`src/rtl/cpu_press_source.sv`:
```
// cpu_press_source
// ----------------
// Computer player's side of the 10-bit comparator game. A pacing counter
// produces a one-cycle tick every TICK_DIV enabled cycles. Each tick steps a
// 10-bit Fibonacci XNOR LFSR (taps 10,7), and that LFSR is the value the
// comparator sees on its comp input. On the same tick the comparator's press
// level is sampled. If the FSM is armed, a one-cycle cpu_press pulse follows.
// After the pulse the FSM waits COOLDOWN ticks before it rearms.
//
// Ports
//   clk          in   1   system clock, all logic on posedge
//   reset        in   1   synchronous, active-high reset (highest priority)
//   enable       in   1   1 = play running; 0 = freeze pacing/LFSR, go IDLE
//   press        in   1   comparator press level (evaluated against comp)
//   comp         out 10   LFSR value driven to the comparator (register output)
//   cpu_press    out  1   one-cycle pulse: computer player pressed
//   tick         out  1   one-cycle pacing strobe
//   o_dbg_state  out  2   current FSM state (0 IDLE, 1 ARMED, 2 FIRE, 3 COOLDOWN)
//
// Signalling: there is no valid/ready handshake here. press is a level and is
// only looked at in tick cycles. cpu_press is a fire-and-forget pulse that
// lasts exactly one cycle. The playfield is expected to take it unconditionally.

`timescale 1ns/1ps

module cpu_press_source #(
  parameter int TICK_DIV = 1024,
  parameter int COOLDOWN = 2
) (
  input  logic       clk,
  input  logic       reset,
  input  logic       enable,
  input  logic       press,
  output logic [9:0] comp,
  output logic       cpu_press,
  output logic       tick,
  output logic [1:0] o_dbg_state
);

  localparam int CNT_W = (TICK_DIV > 1) ? $clog2(TICK_DIV) : 1;
  localparam int CD_W  = (COOLDOWN > 0) ? $clog2(COOLDOWN + 1) : 1;

  localparam logic [CNT_W-1:0] CNT_MAX = CNT_W'(TICK_DIV - 1);
  localparam logic [CD_W-1:0]  CD_LOAD = CD_W'(COOLDOWN);
  localparam logic [CD_W-1:0]  CD_ONE  = CD_W'(1);

  typedef enum logic [1:0] {
    ST_IDLE     = 2'd0,
    ST_ARMED    = 2'd1,
    ST_FIRE     = 2'd2,
    ST_COOLDOWN = 2'd3
  } state_t;

  logic [CNT_W-1:0] r_cnt;
  logic [CD_W-1:0]  r_cd;
  logic [9:0]       r_comp;
  state_t           r_state;
  logic             w_tick;
  logic             w_fb;

  // The tick is combinational so that it lands in the same cycle the
  // counter reaches its last value. Dropping enable suppresses it at once.
  assign w_tick = enable && (r_cnt == CNT_MAX);

  // XNOR feedback keeps all-zero legal. This makes 10'h3FF the lock-up value,
  // and that value is never reached from reset.
  assign w_fb = ~(r_comp[9] ^ r_comp[6]);

  assign tick        = w_tick;
  assign comp        = r_comp;
  assign cpu_press   = (r_state == ST_FIRE);
  assign o_dbg_state = r_state;

  // Pacing counter: it restarts from 0 whenever enable is low. So after
  // re-enable, the first tick is a full TICK_DIV cycles away.
  always_ff @(posedge clk) begin
    if (reset) begin
      r_cnt <= '0;
    end else if (!enable) begin
      r_cnt <= '0;
    end else if (w_tick) begin
      r_cnt <= '0;
    end else begin
      r_cnt <= r_cnt + CNT_W'(1);
    end
  end

  // LFSR: it steps only on ticks and holds its value while frozen.
  always_ff @(posedge clk) begin
    if (reset) begin
      r_comp <= 10'h000;
    end else if (w_tick) begin
      r_comp <= {r_comp[8:0], w_fb};
    end
  end

  // Press FSM. press is sampled in the tick cycle, before the LFSR update
  // lands. That value is the one the comparator evaluated against.
  always_ff @(posedge clk) begin
    if (reset) begin
      r_state <= ST_IDLE;
      r_cd    <= '0;
    end else if (!enable) begin
      r_state <= ST_IDLE;
      r_cd    <= '0;
    end else begin
      case (r_state)
        ST_IDLE: begin
          r_state <= ST_ARMED;
        end
        ST_ARMED: begin
          if (w_tick && press) begin
            r_state <= ST_FIRE;
          end
        end
        ST_FIRE: begin
          // A tick in this cycle still steps the LFSR. The press sample is
          // dropped because the FSM is already committed to cooling down.
          r_state <= ST_COOLDOWN;
          r_cd    <= CD_LOAD;
        end
        ST_COOLDOWN: begin
          if (w_tick) begin
            if (r_cd == CD_ONE) begin
              r_state <= ST_ARMED;
              r_cd    <= '0;
            end else begin
              r_cd <= r_cd - CD_ONE;
            end
          end
        end
        default: begin
          r_state <= ST_IDLE;
          r_cd    <= '0;
        end
      endcase
    end
  end

endmodule

```
`config.mk`:
```
export PLATFORM = sky130hd
export DESIGN_NAME = cpu_press_source
export DESIGN_NICKNAME = d
export VERILOG_FILES = /design/src/rtl/cpu_press_source.sv
export SDC_FILE = /design/constraint.sdc
export NUM_CORES = 1
export LEC_CHECK = 0
export CAP_MARGIN = 20
export CORE_MARGIN = 3
export CORE_UTILIZATION = 50
export DETAILED_ROUTE_END_ITERATION = 6
export PLACE_DENSITY = 0.76
export SKIP_CTS_REPAIR_TIMING = 1
export SYNTH_ARGS = -nofsm -noshare
export SYNTH_HDL_FRONTEND = slang
export SYNTH_SLANG_ARGS = --single-unit
```
`constraint.sdc`:
```
create_clock -name clk -period 2.7 [get_ports clk]
set_clock_uncertainty 0.15 [all_clocks]
set_input_delay 0.675 -clock clk [delete_from_list [all_inputs] [get_ports clk]]
set_output_delay 0.675 -clock clk [all_outputs]
set_load 0.01 [all_outputs]
```
# Yosys cells after proc, flatten, opt, wreduce, memory -nomap -nowiden
# Index checks and enable logic that the tools add are counted.
# Widths: inputs -> output; s select.
[totals]
reg_bits = 24
input_bits = 4
output_inout_bits = 14
elab_cells = 32
[classes]
addsub = 2
eq_ne = 8
mux = 7
n_bitwise = 3
n_reduce_logical = 8
[op_table]
columns = ["operator", "n"]
rows = [
  ["$add 10x1->10 const B", 1],
  ["$eq 10x10->1 const B", 1],
  ["$mux 2", 5],
  ["$pmux 2 s4", 1],
  ["$ne 2x2->1 const B", 3],
  ["$eq 2x1->1 const B", 2],
  ["$eq 2x2->1 const B", 2],
  ["$pmux 2 s2", 1],
  ["$reduce_and 3->1", 1],
  ["$reduce_or 3->1", 1],
  ["$logic_and 1x1->1", 2],
  ["$logic_not 2->1", 1],
  ["$not 1->1", 2],
  ["$reduce_and 2->1", 1],
  ["$reduce_bool 2->1", 1],
  ["$reduce_or 2->1", 1],
  ["$sub 2x1->2 const B", 1],
  ["$xor 1x1->1", 1],
]

# Depth between registers and ports, before layout
[logic_depth]
depth_word = 5
depth_mapped = 6
mapped_depth_nobuf = 6

# Least setup slack after synthesis
# OpenSTA, ideal clock, no wires.
[synth_path]
path_type = "input to output"
start = "input port enable"
end = "output port tick"
arrival_time_ps = 1245
t_required_ps = 1875
slack_ps = 630
stages = 3
n_path_buf = 1
path_cell_list = "nand3_1 -> nor3_4 -> buf_6"
[synth_via]
elab_chain_len = 1
[synth_lines]
columns = ["element", "line", "text"]
rows = [
  ["start, declared", "32", "input logic enable,"],
  ["$logic_and 1x1->1", "63", "assign w_tick = enable && (r_cnt == CNT_MAX);"],
  ["end, declared", "36", "output logic tick,"],
]
# No other way between the ends.

# Final worst setup path
# Ends and elaborated chain as after synthesis.

==> metrics <==
commonest cells after routing, fill and taps aside sky130_fd_sc_hd__dfxtp_1 (24), sky130_fd_sc_hd__nor2_1 (20), sky130_fd_sc_hd__clkdlybuf4s50_1 (16), sky130_fd_sc_hd__mux2i_1 (10), sky130_fd_sc_hd__inv_1 (7); most common cell after layout, fill and taps aside sky130_fd_sc_hd__dfxtp_1; total DRC errors in the routed layout 0; TritonCTS clock tree yes; Die H roughly 53 um; arrival time at the worst endpoint 1.65 ns; path category of the worst min-delay check reg2reg; DRT Wirelength between 2 and 2.5 mm; Final Critical Period 2.48 ns; antenna-violating nets left 0; signed area change from the synthesized netlist to the final layout 22.6%; maximum operating frequency around 0.40 GHz; number of antenna repair diodes 0; Crit. End Element primary output; net switching power roughly 120 uW; routed via count just over 800; transition at the pin with the smallest max-transition slack ~0.38 ns; starting utilization of the core area between 50% and 60%; Post-DP Area 1290 sq um; clock group share of total power roughly 31%; origin of the worst min-delay path r_cnt[0]; gate count of the mapped netlist ~110; end of the worst register-to-register path r_cnt[4]; overall die area 2760 sq um; Max Cap Violations 0; number of top-level pins 18; largest net degree at the start of global routing 14; H-Tree Depth 1; fraction of the mapped netlist area in compound gates approximately 6.5%; clock latency of the later-clocked register in the worst-skew pair 0.30 ns; Post-Synthesis Net Count roughly 120; post-synthesis mux area share approximately a tenth; Die X around 53 um; fraction of synthesized cell area in xor and xnor cells about 6.5%; global-route wire length before repair between 3 and 4 mm; via-per-instance ratio ~5.2; average size of a mapped cell 9.95 sq um; Worst Reg2Reg Path Length in Cells 6; Initial DRC Count 5; internal reg-to-reg setup slack roughly 0.7 ns; CP max FO 3; Buf+Inv Stages, Crit Path 2; main combinational cell family by area after synthesis simple AND/OR/NAND/NOR gates; post-detailed-route wirelength per cell about 13 um; startpoint of the worst setup timing path enable; RSZ-0062 raised after global routing no; Core Box Area between 2000 and 2500 sq um; net count of the finished layout approximately 140; global-route usage over all layers ~17%; count of input and output buffers 17; final hold violation count 0; Cell Count, Final, Fillers Out 157; Largest stage delay, worst path just under 0.5 ns; Hold EP r_cnt[0]; number of iterations in the first detailed-routing pass 4; VDD IR max between 0.3 and 0.4 mV; total number of placement rows 16; run status finished, final reports clean; clock tree root buffer cell sky130_fd_sc_hd__clkbuf_4; final max-slew violation count 0; post-synthesis cell area approximately 1100 sq um; sequential share of power between 60 and 70%; share of the yosys chip area belonging to registers between 40% and 50%; Crit-path slowest cell sky130_fd_sc_hd__clkdlybuf4s50_1; share of power burned in combinational logic under 10%; cell family contributing the most delay on the critical path buffers and inverters; number of antenna violations at the first check in global routing 0; Sw Share a little over a fifth; Critical R2R Launch r_cnt[0]; via count of the first global-routing pass a little under 800; internal cell power ~460 uW; power after layout around 580 uW; placed cell count 153; Sinks on Clock Net 24; final cell area excluding filler cells between 1000 and 1500 sq um; largest area contributor in the synthesized netlist sky130_fd_sc_hd__dfxtp_1; share of Yosys cell area claimed by the top area cell type between 40 and 50%; number of buffers added by the clock tree synthesis step 3; part of the cycle the worst path needs 91.7%; Congestion Overflow GR 0; total negative setup slack 0 ns; Worst Setup Start Kind primary input; count of state elements after synthesis 24; ratio of total power to cell area ~440 nW/um^2; Worst Hold Path Cells 1; post-synthesis cell type count 29; final number of setup-violating endpoints 0; share of synthesized cell area in and, or, nand and nor gates between 20% and 30%; share of final-layout standard cells stronger than drive strength 1 just over 9%; tightest slew margin relative to the limit around 75%; Post-Synth Adder-Cell Area 6.92%; gpl congestion ~0.71; clk buf depth 2; Critical Path, Cell by Cell clkdlybuf4s50_1 -> nand3_1 -> nor3_4 -> dlymetal6s2s_1; register clock-pin slew on the reported worst setup and hold paths around 0.12 ns; WP data required roughly 1.9 ns; post-detail-place hpwl ~1.6 mm; critical path type in2out; leakage component of the power roughly 0.51 nW; number of synthesis warnings 0; largest cells by area after synthesis sky130_fd_sc_hd__dfxtp_1 (44%), sky130_fd_sc_hd__mux2i_1 (9.2%), sky130_fd_sc_hd__ha_1 (6.9%)
-- flip-flops by register name (all words and copies together) (netlist names) --
name         flops
o_dbg_state      2
comp            10
r_cnt           10
r_cd             2
-- cells in the mapped netlist (all sizes together) --
master   n
dfxtp   24
nor2    20
mux2i   10
inv      7
ha       6
nand3    4
xnor2    4
xor2     4
a21oi    3
and3     3
nand2    3
nand4    3
nor3     3
buf      2
o41ai    2
or3      2
and4     1
clkbuf   1
mux2     1
nand2b   1
nor2b    1
o21ai    1
o221a    1
o22ai    1
or2b     1
-- metrics by stage --
step,setup slack (ns),util [%],hold WS [ns]
CTS,-0.176,66.3,0.332
floorplan,0.630,-,0.276
detailed placement,-0.174,64.5,0.305
global placement,-0.156,64.5,0.287
finish,0.224,66.4,0.330
global route,0.159,66.4,0.354
-- power groups by stage --
stage	sequential [mW]	combinational (mW)	clock, mW
2_1_floorplan	0.371	0.0214	0
3_3_place_gp	0.370	0.0365	0
3_5_place_dp	0.370	0.0391	0
4_1_cts	0.363	0.0393	0.186
5_1_grt	0.363	0.0440	0.201
6_report	0.363	0.0385	0.182
-- worst max path at each step --
| stage | end | slack, ns | cells past startpoint |
|---|---|---|---|
| 3_5_place_dp | tick | -0.17 | 4 |
| 4_1_cts | tick | -0.18 | 4 |
| 6_report | tick | 0.22 | 4 |
| 5_1_grt | tick | 0.16 | 4 |
| 2_1_floorplan | tick | 0.63 | 3 |
| 3_3_place_gp | tick | -0.16 | 4 |
-- kinds of logic after synthesis --
logic type,Yosys count
compound gates,8
flops,24
xor+xnor,8
mux,11
simple gates,42
fa+ha+maj,6
buf+inv,10
-- routing by layer --
metal,up-vias,GRT usage [%],wire (um)
li1,413,-,-
met1,385,21.5,882
met2,14,30.6,1090
met4,0,5.11,10
met5,-,0,0
met3,2,2.56,51
-- cell type report --
cell class | instances | area, sq um
inverters | 7 | 26.3
clock buffers | 4 | 36.3
fillers | 171 | 672
multi-input cells | 75 | 558
flip-flops and latches | 24 | 480
well taps | 27 | 33.8
repair buffers | 20 | 195
Note: power is estimated with default switching activity, not from simulation.
